--- src/rtl/sram_ctrl_pkg.sv ---
// Shared FSM encodings and default SRAM geometry for the sram_ctrl initiator.
// Also used by the SRAM array integration so both sides agree on widths.
package sram_ctrl_pkg;

  localparam int SRAM_BW_DATA = 64;
  localparam int SRAM_BW_ADDR = 6;
  localparam int SRAM_RD_LAT  = 1;

  typedef enum logic [1:0] {
    ST_INIT    = 2'd0,
    ST_IDLE    = 2'd1,
    ST_RD_WAIT = 2'd2,
    ST_RESP    = 2'd3
  } state_t;

  // Width of a down-counter that must hold the value lat.
  function automatic int cnt_width(input int lat);
    return (lat < 1) ? 1 : $clog2(lat + 1);
  endfunction

endpackage

--- src/rtl/sram_ctrl.sv ---
// SRAM initiator: valid/ready request front end, registered SRAM pin timing, one read in flight.
// Build option SRAM_CTRL_INIT_EN adds a post-reset zero-fill sweep of the whole array.
module sram_ctrl
  import sram_ctrl_pkg::*;
#(
  parameter int BW_DATA = SRAM_BW_DATA,
  parameter int BW_ADDR = SRAM_BW_ADDR,
  parameter int RD_LAT  = SRAM_RD_LAT
) (
  input  logic               i_clk,
  input  logic               i_rstn,
  input  logic               i_req_valid,
  output logic               o_req_ready,
  input  logic               i_req_wr,
  input  logic [BW_ADDR-1:0] i_req_addr,
  input  logic [BW_DATA-1:0] i_req_data,
  output logic               o_rsp_valid,
  input  logic               i_rsp_ready,
  output logic [BW_DATA-1:0] o_rsp_data,
  output logic               o_sram_cen,
  output logic               o_sram_wen,
  output logic               o_sram_oen,
  output logic [BW_ADDR-1:0] o_sram_addr,
  output logic [BW_DATA-1:0] o_sram_data,
  input  logic [BW_DATA-1:0] i_sram_data
);

  localparam int               CNT_W    = cnt_width(RD_LAT);
  localparam logic [CNT_W-1:0] CNT_LOAD = CNT_W'(RD_LAT);

  state_t             r_state;
  logic [CNT_W-1:0]   r_cnt;
  logic               r_req_ready;
  logic               r_rsp_valid;
  logic [BW_DATA-1:0] r_rsp_data;
  logic               r_cen;
  logic               r_wen;
  logic               r_oen;
  logic [BW_ADDR-1:0] r_addr;
  logic [BW_DATA-1:0] r_wdata;
  logic               w_req_fire;

`ifdef SRAM_CTRL_INIT_EN
  logic [BW_ADDR-1:0] r_init_addr;
  localparam state_t  RST_STATE = ST_INIT;
`else
  localparam state_t  RST_STATE = ST_IDLE;
`endif

  assign w_req_fire = r_req_ready & i_req_valid;

  always_ff @(posedge i_clk or negedge i_rstn) begin
    if (!i_rstn) begin
      r_state     <= RST_STATE;
      r_cnt       <= '0;
      r_req_ready <= 1'b0;
      r_rsp_valid <= 1'b0;
      r_rsp_data  <= '0;
      r_cen       <= 1'b0;
      r_wen       <= 1'b0;
      r_oen       <= 1'b0;
      r_addr      <= '0;
      r_wdata     <= '0;
`ifdef SRAM_CTRL_INIT_EN
      r_init_addr <= '0;
`endif
    end else begin
      // Command strobes are single-cycle pulses unless re-armed below.
      r_cen <= 1'b0;
      r_wen <= 1'b0;
      case (r_state)
`ifdef SRAM_CTRL_INIT_EN
        ST_INIT: begin
          r_cen       <= 1'b1;
          r_wen       <= 1'b1;
          r_oen       <= 1'b0;
          r_addr      <= r_init_addr;
          r_wdata     <= '0;
          r_init_addr <= r_init_addr + BW_ADDR'(1);
          if (&r_init_addr) begin
            r_state     <= ST_IDLE;
            r_req_ready <= 1'b1;
          end
        end
`endif
        ST_IDLE: begin
          r_req_ready <= 1'b1;
          r_oen       <= 1'b0;
          if (w_req_fire) begin
            r_cen  <= 1'b1;
            r_wen  <= i_req_wr;
            r_addr <= i_req_addr;
            if (i_req_wr) begin
              r_wdata <= i_req_data;
            end else begin
              r_oen       <= 1'b1;
              r_req_ready <= 1'b0;
              r_cnt       <= CNT_LOAD;
              r_state     <= ST_RD_WAIT;
            end
          end
        end
        ST_RD_WAIT: begin
          // Counter reaches zero in the last cycle the SRAM drives valid data.
          if (r_cnt == '0) begin
            r_rsp_data  <= i_sram_data;
            r_rsp_valid <= 1'b1;
            r_oen       <= 1'b0;
            r_state     <= ST_RESP;
          end else begin
            r_cnt <= r_cnt - CNT_W'(1);
          end
        end
        ST_RESP: begin
          if (i_rsp_ready) begin
            r_rsp_valid <= 1'b0;
            r_req_ready <= 1'b1;
            r_state     <= ST_IDLE;
          end
        end
        default: begin
          r_state <= ST_IDLE;
        end
      endcase
    end
  end

  assign o_req_ready = r_req_ready;
  assign o_rsp_valid = r_rsp_valid;
  assign o_rsp_data  = r_rsp_data;
  assign o_sram_cen  = r_cen;
  assign o_sram_wen  = r_wen;
  assign o_sram_oen  = r_oen;
  assign o_sram_addr = r_addr;
  assign o_sram_data = r_wdata;

endmodule
--- config.mk ---
export PLATFORM = sky130hd
export DESIGN_NAME = sram_ctrl
export DESIGN_NICKNAME = d
export VERILOG_FILES = /design/src/rtl/sram_ctrl_pkg.sv /design/src/rtl/sram_ctrl.sv
export SDC_FILE = /design/constraint.sdc
export NUM_CORES = 1
export LEC_CHECK = 0
export BUFFER_PORTS_ARGS = -buffer_cell sky130_fd_sc_hd__clkbuf_2
export CORE_MARGIN = 8
export CORE_UTILIZATION = 45
export DETAILED_ROUTE_END_ITERATION = 10
export PLACE_DENSITY = 0.76
export SYNTH_ARGS = -nofsm -noshare
export SYNTH_HDL_FRONTEND = slang
export SYNTH_SLANG_ARGS = --single-unit
--- constraint.sdc ---
create_clock -name i_clk -period 3.4 [get_ports i_clk]
set_clock_uncertainty 0.05 [all_clocks]
set_input_delay 0.34 -clock i_clk [delete_from_list [all_inputs] [get_ports i_clk]]
set_output_delay 0.34 -clock i_clk [all_outputs]
set_load 0.1 [all_outputs]
==> impl_metrics.json, run 1 <==
{
  "status": "finished clean",
  "setup_viol": 0,
  "h-tree-depth": 4,
  "cp-startpoint": "r_state[0]",
  "maxCapViolations": 0,
  "grt_max_degree": 75,
  "hold_start": "i_req_data[52]",
  "crit_fanout": 34,
  "path_cells": "ha_1 -> and3_1 -> nand2_4 -> buf_4 -> mux2_4",
  "arrival_ns": 2.68,
  "crit_slowest_cell": "dfstp_2",
  "dieHeight_um": 128.2,
  "finalCritPeriodShare_pct": 71.96,
  "maxSlewHeadroom_pct": 57.99,
  "post-cts-setup-buffer-count": 0,
  "fin_cells": 797,
  "ys_ff_latch": 142,
  "tns_ns": 0,
  "drtAntennaViolNets": 0,
  "vias": 3713,
  "crit_type": "reg2reg",
  "cts_tree": "built",
  "syn_avg_cell_area_um2": 17.39,
  "cts_root_buffer": "clkbuf_16",
  "yosys_warnings": 0,
  "r2r-end": "o_sram_data[58]",
  "grt_util_all_layers_pct": 17.55,
  "syn_nets": 470,
  "cp.required_ns": 3.64,
  "clock_latency_ns": 0.40,
  "grt_pass1_vias": 4358,
  "initial_core_util_pct": 45.47,
  "synthesis.area_um2": 5668,
  "final.fill_count": 956,
  "fmax_ghz": 0.4087,
  "gr-total-overflow": 0,
  "drc": 0,
  "clk_pin_slew_ns": 0.06,
  "yosysTopAreaCell": "dfrtp_1",
  "worst_hold_slack_ns": 0.1083,
  "place.gp.congestion": 0.8296,
  "die_area_um2": 16440,
  "r2r_setup_slack_ns": 0.95,
  "num-nets-final": 756,
  "hold_buffers": 1,
  "core_um2": 12470,
  "yosysUniqueCellTypes": 29,
  "post-route-min-period_ns": 2.447,
  "holdPathStages": 2,
  "cp_slowest_stage_delay_ns": 0.56,
  "io_pins": 278,
  "grt_pass1_wl_um": 22360,
  "drt_wl_total_um": 14270,
  "hp-class": "in2reg",
  "start_kind": "register",
  "viasPerCell": 4.659,
  "end_kind": "register",
  "rsz0062_at_grt": "false",
  "cts_buffer_depth": 2,
  "cts_sinks": 142,
  "wire_per_inst_um": 17.90,
  "final-hold-violation-count": 0,
  "maxSlewViolCount": 0,
  "worst_pin_slew_ns": 0.6302,
  "n_antenna_cell": 0,
  "syn2layout_area_growth_pct": 37.70,
  "rr_worst_depth": 5,
  "die_w_um": 128.2,
  "drive_gt1_share_pct": 71.84,
  "seq_area_frac_synth_pct": 62.72,
  "synthTopCellsByArea": "dfrtp_1 (62%), mux2_2 (17%), mux2_4 (13%), buf_12 (1.8%), ha_1 (1.1%)",
  "antenna_found_initial": 0,
  "r2r_start": "r_state[0]",
  "synth_cells": 326,
  "dp_hpwl_um": 11240,
  "yosys.area.top_type_share_pct": 62.25,
  "port_buffers": 277,
  "rows": 41,
  "first_pass_iters": 4,
  "dp.cells": 764,
  "cts_resized": 0,
  "hold_end": "o_sram_data[52]",
  "drtIter0Drc": 144,
  "numCtsBuffers": 17
}
metal layers:
layer | share of wire [%] | up-vias | GRT usage, %
met3 | 10 | 15 | 7.903
li1 | - | 1724 | -
met4 | 1.4 | 0 | 7.273
met1 | 38 | 1793 | 18.39
met2 | 51 | 181 | 29.96
met5 | 0 | - | 0
worst max-delay path: cells and delay by family (launching register included):
| family | cells | cell delay, ns |
|---|---|---|
| adders and majority gates | 1 | 0.22 |
| buffers and inverters | 1 | 0.35 |
| DFF | 1 | 0.56 |
| muxes | 1 | 0.32 |
| and+or+nand+nor | 2 | 0.80 |
per-stage QoR:
stage / setup slack [ns] / utilization (%) / instance area, um2
after floorplan: 1.239 / - / 5668
after global placement: 1.060 / 57.63 / 7184
after detailed placement: 0.9522 / 57.63 / 7184
after CTS: 0.9456 / 62.61 / 7805
after global routing: 0.8488 / 62.61 / 7805
final: 0.9532 / 62.61 / 7805
sequential cells by signal, summed over array words and instances, names as in the netlist:
register / flops
o_sram_cen: 1
r_state: 2
o_req_ready: 1
o_sram_data: 64
o_rsp_valid: 1
o_sram_addr: 6
r_cnt: 1
o_sram_oen: 1
o_rsp_data: 64
o_sram_wen: 1
cells by family after synthesis:
logic type      count (synthesis)  share of synthesized area, %
mux                           136                         30.24
compound gates                 10                         1.369
simple gates                   13                         1.303
flops                         142                         62.72
fa+ha+maj                       5                         1.104
buf+inv                        20                         3.267
cell usage after synthesis, drive strengths merged:
| cell | count |
|---|---|
| nand2b | 1 |
| a211o | 1 |
| o22ai | 1 |
| nand3 | 1 |
| ha | 5 |
| mux2 | 135 |
| and2 | 1 |
| and3 | 1 |
| o21ai | 1 |
| a21oi | 1 |
| mux2i | 1 |
| dfrtp | 141 |
| nand3b | 1 |
| nor2b | 2 |
| o221ai | 1 |
| a2111oi | 2 |
| o32a | 1 |
| a21boi | 1 |
| nand2 | 3 |
| dfstp | 1 |
| buf | 15 |
| o2bb2ai | 1 |
| inv | 5 |
| nor2 | 3 |
layout make-up:
class | count | area, um2 | share of cell area, %
inverters | 5 | 18.77 | 0.2405
multi-input cells | 164 | 1936 | 24.80
flip-flops and latches | 142 | 3555 | 45.54
clock buffers | 22 | 474.2 | 6.076
repair buffers | 282 | 1470 | 18.84
well taps | 172 | 215.2 | 2.757
clock inverters | 10 | 136.4 | 1.747
worst max-delay path by stage:
stage | slack, ns | end | cells past startpoint
floorplan | 1.24 | o_sram_data[14] | 6
global placement | 1.06 | o_sram_data[51] | 5
detailed placement | 0.95 | o_sram_data[58] | 5
CTS | 0.95 | o_sram_data[61] | 5
global route | 0.85 | o_sram_data[61] | 5
finish | 0.95 | o_sram_data[58] | 5
layout by cell type, fill, tap and decap left out:
cell type,instances
clkbuf_1,2
clkinvlp_4,3
a211o_1,1
nand2_4,1
and2_1,1
o32a_1,1
nor2_1,3
a2111oi_0,2
o21ai_0,1
inv_1,5
clkbuf_16,17
dlygate4sd3_1,1
a21oi_1,1
dfstp_2,1
buf_4,1
nand3b_1,1
mux2_2,86
nand2_1,2
clkinv_4,1
nand3_1,1
nor2b_1,1
clkbuf_2,276
dfrtp_1,141
o22ai_1,1
clkinv_2,3
nand2b_1,1
mux2i_1,1
clkbuf_8,3
a21boi_0,1
o2bb2ai_1,1
bufinv_16,3
ha_1,5
o221ai_1,1
buf_6,1
mux2_4,49
nor2b_4,1
and3_1,1
buf_12,3
Power of run 1 is left out: the tool's default activity adds up to more than one toggle a clock period on the data nets, which glitch-free logic cannot reach.
==> run 2: changes to the inputs <==
Settings changed: ABC_AREA set to 1.
Clock period 3.4 ns to 2.3 ns, I/O delays scaled along.
==> run 2 against run 1 <==
  * Maximum frequency grew 32%
  * Die area decreased by 0.12%
  * Routed wire length increased by 47%
  * Non-clock buffer count increased by 132
  * First-iteration DRC count grew to 3.4 times the previous value
  * Register-to-register slack got worse by 0.50 ns
  * Critical path depth increased by 3
  * Clock-buffer cell count shrank 1
  * Final cell count increased by 52%
  * Highest routed layer unchanged
  * Via count increased by 64%
  * Synthesized cell count rose by 93%
==> impl_metrics.json, run 2 <==
{
  "initial_core_util_pct": 45.41,
  "status": "finished clean",
  "post-route-min-period_ns": 1.848,
  "cts_buffer_depth": 2,
  "layout_common_cells": "nand2_1 (339), clkbuf_2 (276), dfrtp_1 (141), dlygate4sd3_1 (131), nand3_1 (66)",
  "grt_util_all_layers_pct": 26.04,
  "grt_pass1_wl_um": 33330,
  "yosys_warnings": 0,
  "dp_hpwl_um": 11600,
  "maxCapViolations": 0,
  "place.gp.congestion": 0.8122,
  "cp-startpoint": "r_state[0]",
  "cts_root_buffer": "clkbuf_16",
  "clk_pin_slew_ns": 0.06,
  "grt_max_degree": 143,
  "cts_sinks": 142,
  "first_pass_iters": 5,
  "grt_pass1_vias": 6306,
  "cts_resized": 0,
  "vias": 6071,
  "syn_nets": 772,
  "synth_cells": 628,
  "die_area_um2": 16420,
  "ys_ff_latch": 142,
  "synth_compound_area_share_pct": 1.393,
  "viasPerCell": 4.997,
  "hp-class": "in2reg",
  "final-hold-violation-count": 0,
  "yosysTopAreaCell": "dfrtp_1",
  "drive_gt1_share_pct": 32.12,
  "h-tree-depth": 4,
  "synth_top_family_by_area": "simple AND/OR/NAND/NOR gates",
  "syn2layout_area_growth_pct": 61.63,
  "start_kind": "register",
  "synth_edf_count": 0,
  "drtAntennaViolNets": 0,
  "dieHeight_um": 128.2,
  "fmax_ghz": 0.5412,
  "arrival_ns": 2.14,
  "drt_wl_total_um": 21040,
  "core_um2": 12470,
  "rsz0062_at_grt": "false",
  "io_pins": 278,
  "synthAdderAreaFrac_pct": 1.105,
  "syn_avg_cell_area_um2": 9.013,
  "synthXorXnorAreaFrac_pct": 0,
  "synth_most_common_cell": "nand2_1",
  "die_w_um": 128.2,
  "rows": 41,
  "gr-total-overflow": 0,
  "crit_type": "reg2reg",
  "synthTopCellsByArea": "dfrtp_1 (62%), nand2_1 (23%), nand3_1 (5.8%), nand2_2 (1.2%), buf_6 (1.2%)",
  "drc": 0,
  "cts_tree": "built",
  "final_common_cell": "nand2_1",
  "hold_start": "i_sram_data[6]",
  "numCtsBuffers": 17,
  "antenna_found_initial": 1,
  "yosys.area_share.simple_pct": 30.35,
  "yosys.area.top_type_share_pct": 62.33,
  "worst_pin_slew_ns": 0.7740,
  "maxSlewViolCount": 0,
  "tns_ns": 0,
  "maxSlewHeadroom_pct": 48.40,
  "end_kind": "register",
  "synth_mux_area_share_pct": 0,
  "setup_viol": 0,
  "port_buffers": 277,
  "synthesis.area_um2": 5660,
  "cp.required_ns": 2.60,
  "synth_ff_type": "dfrtp_1",
  "yosysUniqueCellTypes": 21,
  "seq_area_frac_synth_pct": 62.80,
  "r2r_start": "r_state[0]",
  "num-nets-final": 1171,
  "wire_per_inst_um": 17.32,
  "finalCritPeriodShare_pct": 80.34,
  "synth_top_cells_by_count": "nand2_1 (340), dfrtp_1 (141), nand3_1 (66), buf_2 (13), clkbuf_1 (12)",
  "synthArstFlopShare_pct": 100.0,
  "crit_fanout": 65,
  "drtIter0Drc": 491,
  "clock_latency_ns": 0.41
}
==> run 2: cell types whose count changed after synthesis, moves of 5 or more <==
| cell | delta |
|---|---|
| nand2_2 | +11 |
| mux2_4 | -49 |
| buf_6 | +5 |
| buf_2 | +5 |
| o21ai_0 | +8 |
| mux2_2 | -86 |
| clkbuf_1 | +12 |
| nand3_1 | +65 |
| nand2_1 | +338 |
==> run 2: final timing paths <==
| path | to | slack (ns) | cells after the start |
|---|---|---|---|
| setup / recovery | o_sram_data[62] | 0.45 | 8 |
| max in group asynchronous | o_rsp_data[50] | 1.19 | 3 |
| hold / removal | o_rsp_data[6] | 0.02 | 3 |
| min in group asynchronous | o_sram_data[60] | 0.40 | 3 |
| setup reg to reg | o_sram_data[62] | 0.45 | 8 |
| hold reg to reg | o_rsp_data[11] | 0.42 | 2 |
==> run 2: worst max-delay path, cell delays in order (launching register included) <==
cell and delay (ns):
dfstp_2 0.55, ha_1 0.20, inv_2 0.11, nor2_8 0.16, nand2_2 0.09, inv_2 0.07, buf_12 0.26, nand2_1 0.14
nand2_1 0.10
==> run 2: area by class of cell <==
type	instances	area (um2)
Antenna cell	3	7.507
Clock buffer	21	480.5
Clock inverter	11	161.4
Fill cell	786	3317
Inverter	11	41.29
Multi-Input combinational cell	441	1864
Sequential cell	142	3555
Tap cell	172	215.2
Timing Repair Buffer	414	2824
==> run 2: logic make-up (layout without fill, tap and decap cells) <==
kind of cell | Yosys count | count (layout)
compound gates | 14 | 14
fa+ha+maj | 5 | 5
buf+inv | 45 | 457
flops | 142 | 142
other cells | 0 | 3
simple gates | 422 | 422
==> run 2: what timing repair did <==
action | in CTS | in global routing
setup buffers | 0 | 0
hold endpoints to repair | 271 | 0
hold buffers | 131 | 0
==> run 2: through the flow <==
stage                     std cells  setup WS, ns  hold WS (ns)  util (%)  cell area (um2)
after global placement         1049        0.5809        0.3567     57.66             7188
after CTS                      1212        0.5218      0.002547     73.33             9141
final                          1215        0.4521       0.02450     73.39             9149
after detailed placement       1049        0.5387        0.3557     57.66             7188
after floorplan                 628        0.3494       -0.1156         -             5660
after global routing           1213        0.3601       0.03179     73.35             9144
==> run 2: metal layers <==
metal	part of all wire [%]	track usage, %	vias up
met3	12	9.609	60
met5	0	0	-
met4	3.2	12.94	0
met1	38	30.50	2869
met2	47	41.41	384
li1	-	-	2758
Power of run 2 is left out for the same reason.
==> run 3: changes to the inputs <==
Settings changed: CORE_UTILIZATION 45 to 41, PLACE_DENSITY 0.76 to 0.72.
Clock period 2.3 ns to 1.7 ns, I/O delays scaled along.
==> run 3 against run 2 <==
  * Die area is 8.5% higher
  * Hold slack improved by 0.053 ns
  * Final cell count grew 2.0%
  * Critical path depth grew 1
  * Routed wire length fell by 0.61%
  * Setup slack got worse by 0.35 ns
  * Non-clock buffer count rose by 17
  * Clock-buffer cell count increased by 1
  * First-iteration DRC count down 24%
  * Maximum frequency up 16%
  * Largest cell class unchanged
==> impl_metrics.json, run 3 (synthesis results as in run 2) <==
{
  "drive_gt1_share_pct": 32.73,
  "cts_root_buffer": "clkbuf_16",
  "cts_buffer_depth": 2,
  "syn2layout_area_growth_pct": 65.69,
  "cts_tree": "built",
  "start_kind": "register",
  "antenna_found_initial": 2,
  "fmax_ghz": 0.6269,
  "cts_sinks": 142,
  "gr-total-overflow": 0,
  "cp.required_ns": 1.96,
  "final-hold-violation-count": 0,
  "rsz0062_at_grt": "false",
  "finalCritPeriodShare_pct": 93.84,
  "numCtsBuffers": 17,
  "worst_hold_slack_ns": 0.07797,
  "tns_ns": 0,
  "die_area_um2": 17820,
  "num-nets-final": 1188,
  "rows": 43,
  "arrival_ns": 1.85,
  "crit_fanout": 19,
  "place.gp.congestion": 0.7762,
  "wire_per_inst_um": 16.88,
  "dieHeight_um": 133.5,
  "drc": 0,
  "maxSlewViolCount": 0,
  "first_pass_iters": 5,
  "drtAntennaViolNets": 0,
  "grt_util_all_layers_pct": 23.30,
  "dp_hpwl_um": 12440,
  "maxSlewHeadroom_pct": 60.25,
  "end_kind": "register",
  "post-route-min-period_ns": 1.595,
  "status": "finished clean",
  "drt_wl_total_um": 20910,
  "layout_common_cells": "nand2_1 (339), clkbuf_2 (276), dfrtp_1 (140), dlygate4sd3_1 (136), nand3_1 (66)",
  "initial_core_util_pct": 41.42,
  "grt_pass1_vias": 6175,
  "io_pins": 278,
  "crit_type": "reg2reg",
  "final.fill_count": 963,
  "maxCapViolations": 0,
  "port_buffers": 277,
  "worst_pin_slew_ns": 0.5988,
  "fin_util_pct": 68.63,
  "clk_pin_slew_ns": 0.06,
  "clock_latency_ns": 0.41,
  "setup_viol": 0,
  "h-tree-depth": 4,
  "final_common_cell": "nand2_1",
  "grt_max_degree": 56,
  "viasPerCell": 4.868,
  "drtIter0Drc": 372,
  "core_um2": 13670,
  "hp-class": "in2reg",
  "vias": 6032,
  "grt_pass1_wl_um": 32940,
  "die_w_um": 133.5
}
==> run 3: what timing repair did <==
item | CTS | global route
setup endpoints to repair | 3 | 64
hold buffers | 136 | 0
hold endpoints to repair | 277 | 0
resized for setup | 1 | 11
setup buffers | 0 | 0
cloned | 0 | 1
==> run 3: area by class of cell <==
class,count,area [um2],share of cell area [%]
diodes,2,5.005,0.05336
clock buffers,22,474.2,5.056
clock inverters,10,183.9,1.961
inverters,11,48.80,0.5203
multi-input cells,441,1877,20.01
flip-flops and latches,142,3556,37.91
well taps,180,225.2,2.401
repair buffers,431,3009,32.08
==> run 3: critical path: stages (launching register included) <==
cell       delay, ns
dfrtp_1         0.39
inv_1           0.11
ha_4            0.19
inv_4           0.10
nor2_8          0.05
nand2_2         0.13
clkinv_4        0.12
clkbuf_16       0.20
nand2_1         0.08
nand2_1         0.06
==> run 3: worst paths after layout <==
kind / cells past startpoint / startpoint / slack, ns / endpoint
min in group asynchronous: 2 / i_rstn / 0.21 / o_sram_data[21]
hold reg to reg: 2 / o_rsp_data[11] / 0.42 / o_rsp_data[11]
hold / removal: 4 / i_req_wr / 0.08 / o_sram_oen
setup reg to reg: 9 / r_state[1] / 0.10 / o_sram_data[2]
max in group asynchronous: 3 / i_rstn / 0.79 / o_sram_cen
setup / recovery: 9 / r_state[1] / 0.10 / o_sram_data[2]
==> run 3: per-stage QoR <==
stage	instance area [um2]	worst slack (ns)	std cells
floorplan	5662	0.06391	628
global placement	7282	0.07669	1068
detailed placement	7282	0.01659	1068
CTS	9305	0.03572	1236
global route	9379	0.009132	1239
finish	9379	0.1048	1239
==> run 3: metal layers <==
metal | vias to the layer above | part of all wire (%) | GRT usage, % | wire length [um]
met4 | 0 | 2.6 | 9.420 | 537
met1 | 2830 | 38 | 26.51 | 7907
li1 | 2790 | - | - | -
met2 | 363 | 49 | 38.59 | 10300
met3 | 49 | 10 | 8.998 | 2161
met5 | - | 0 | 0 | 0
Power of run 3 is left out for the same reason.
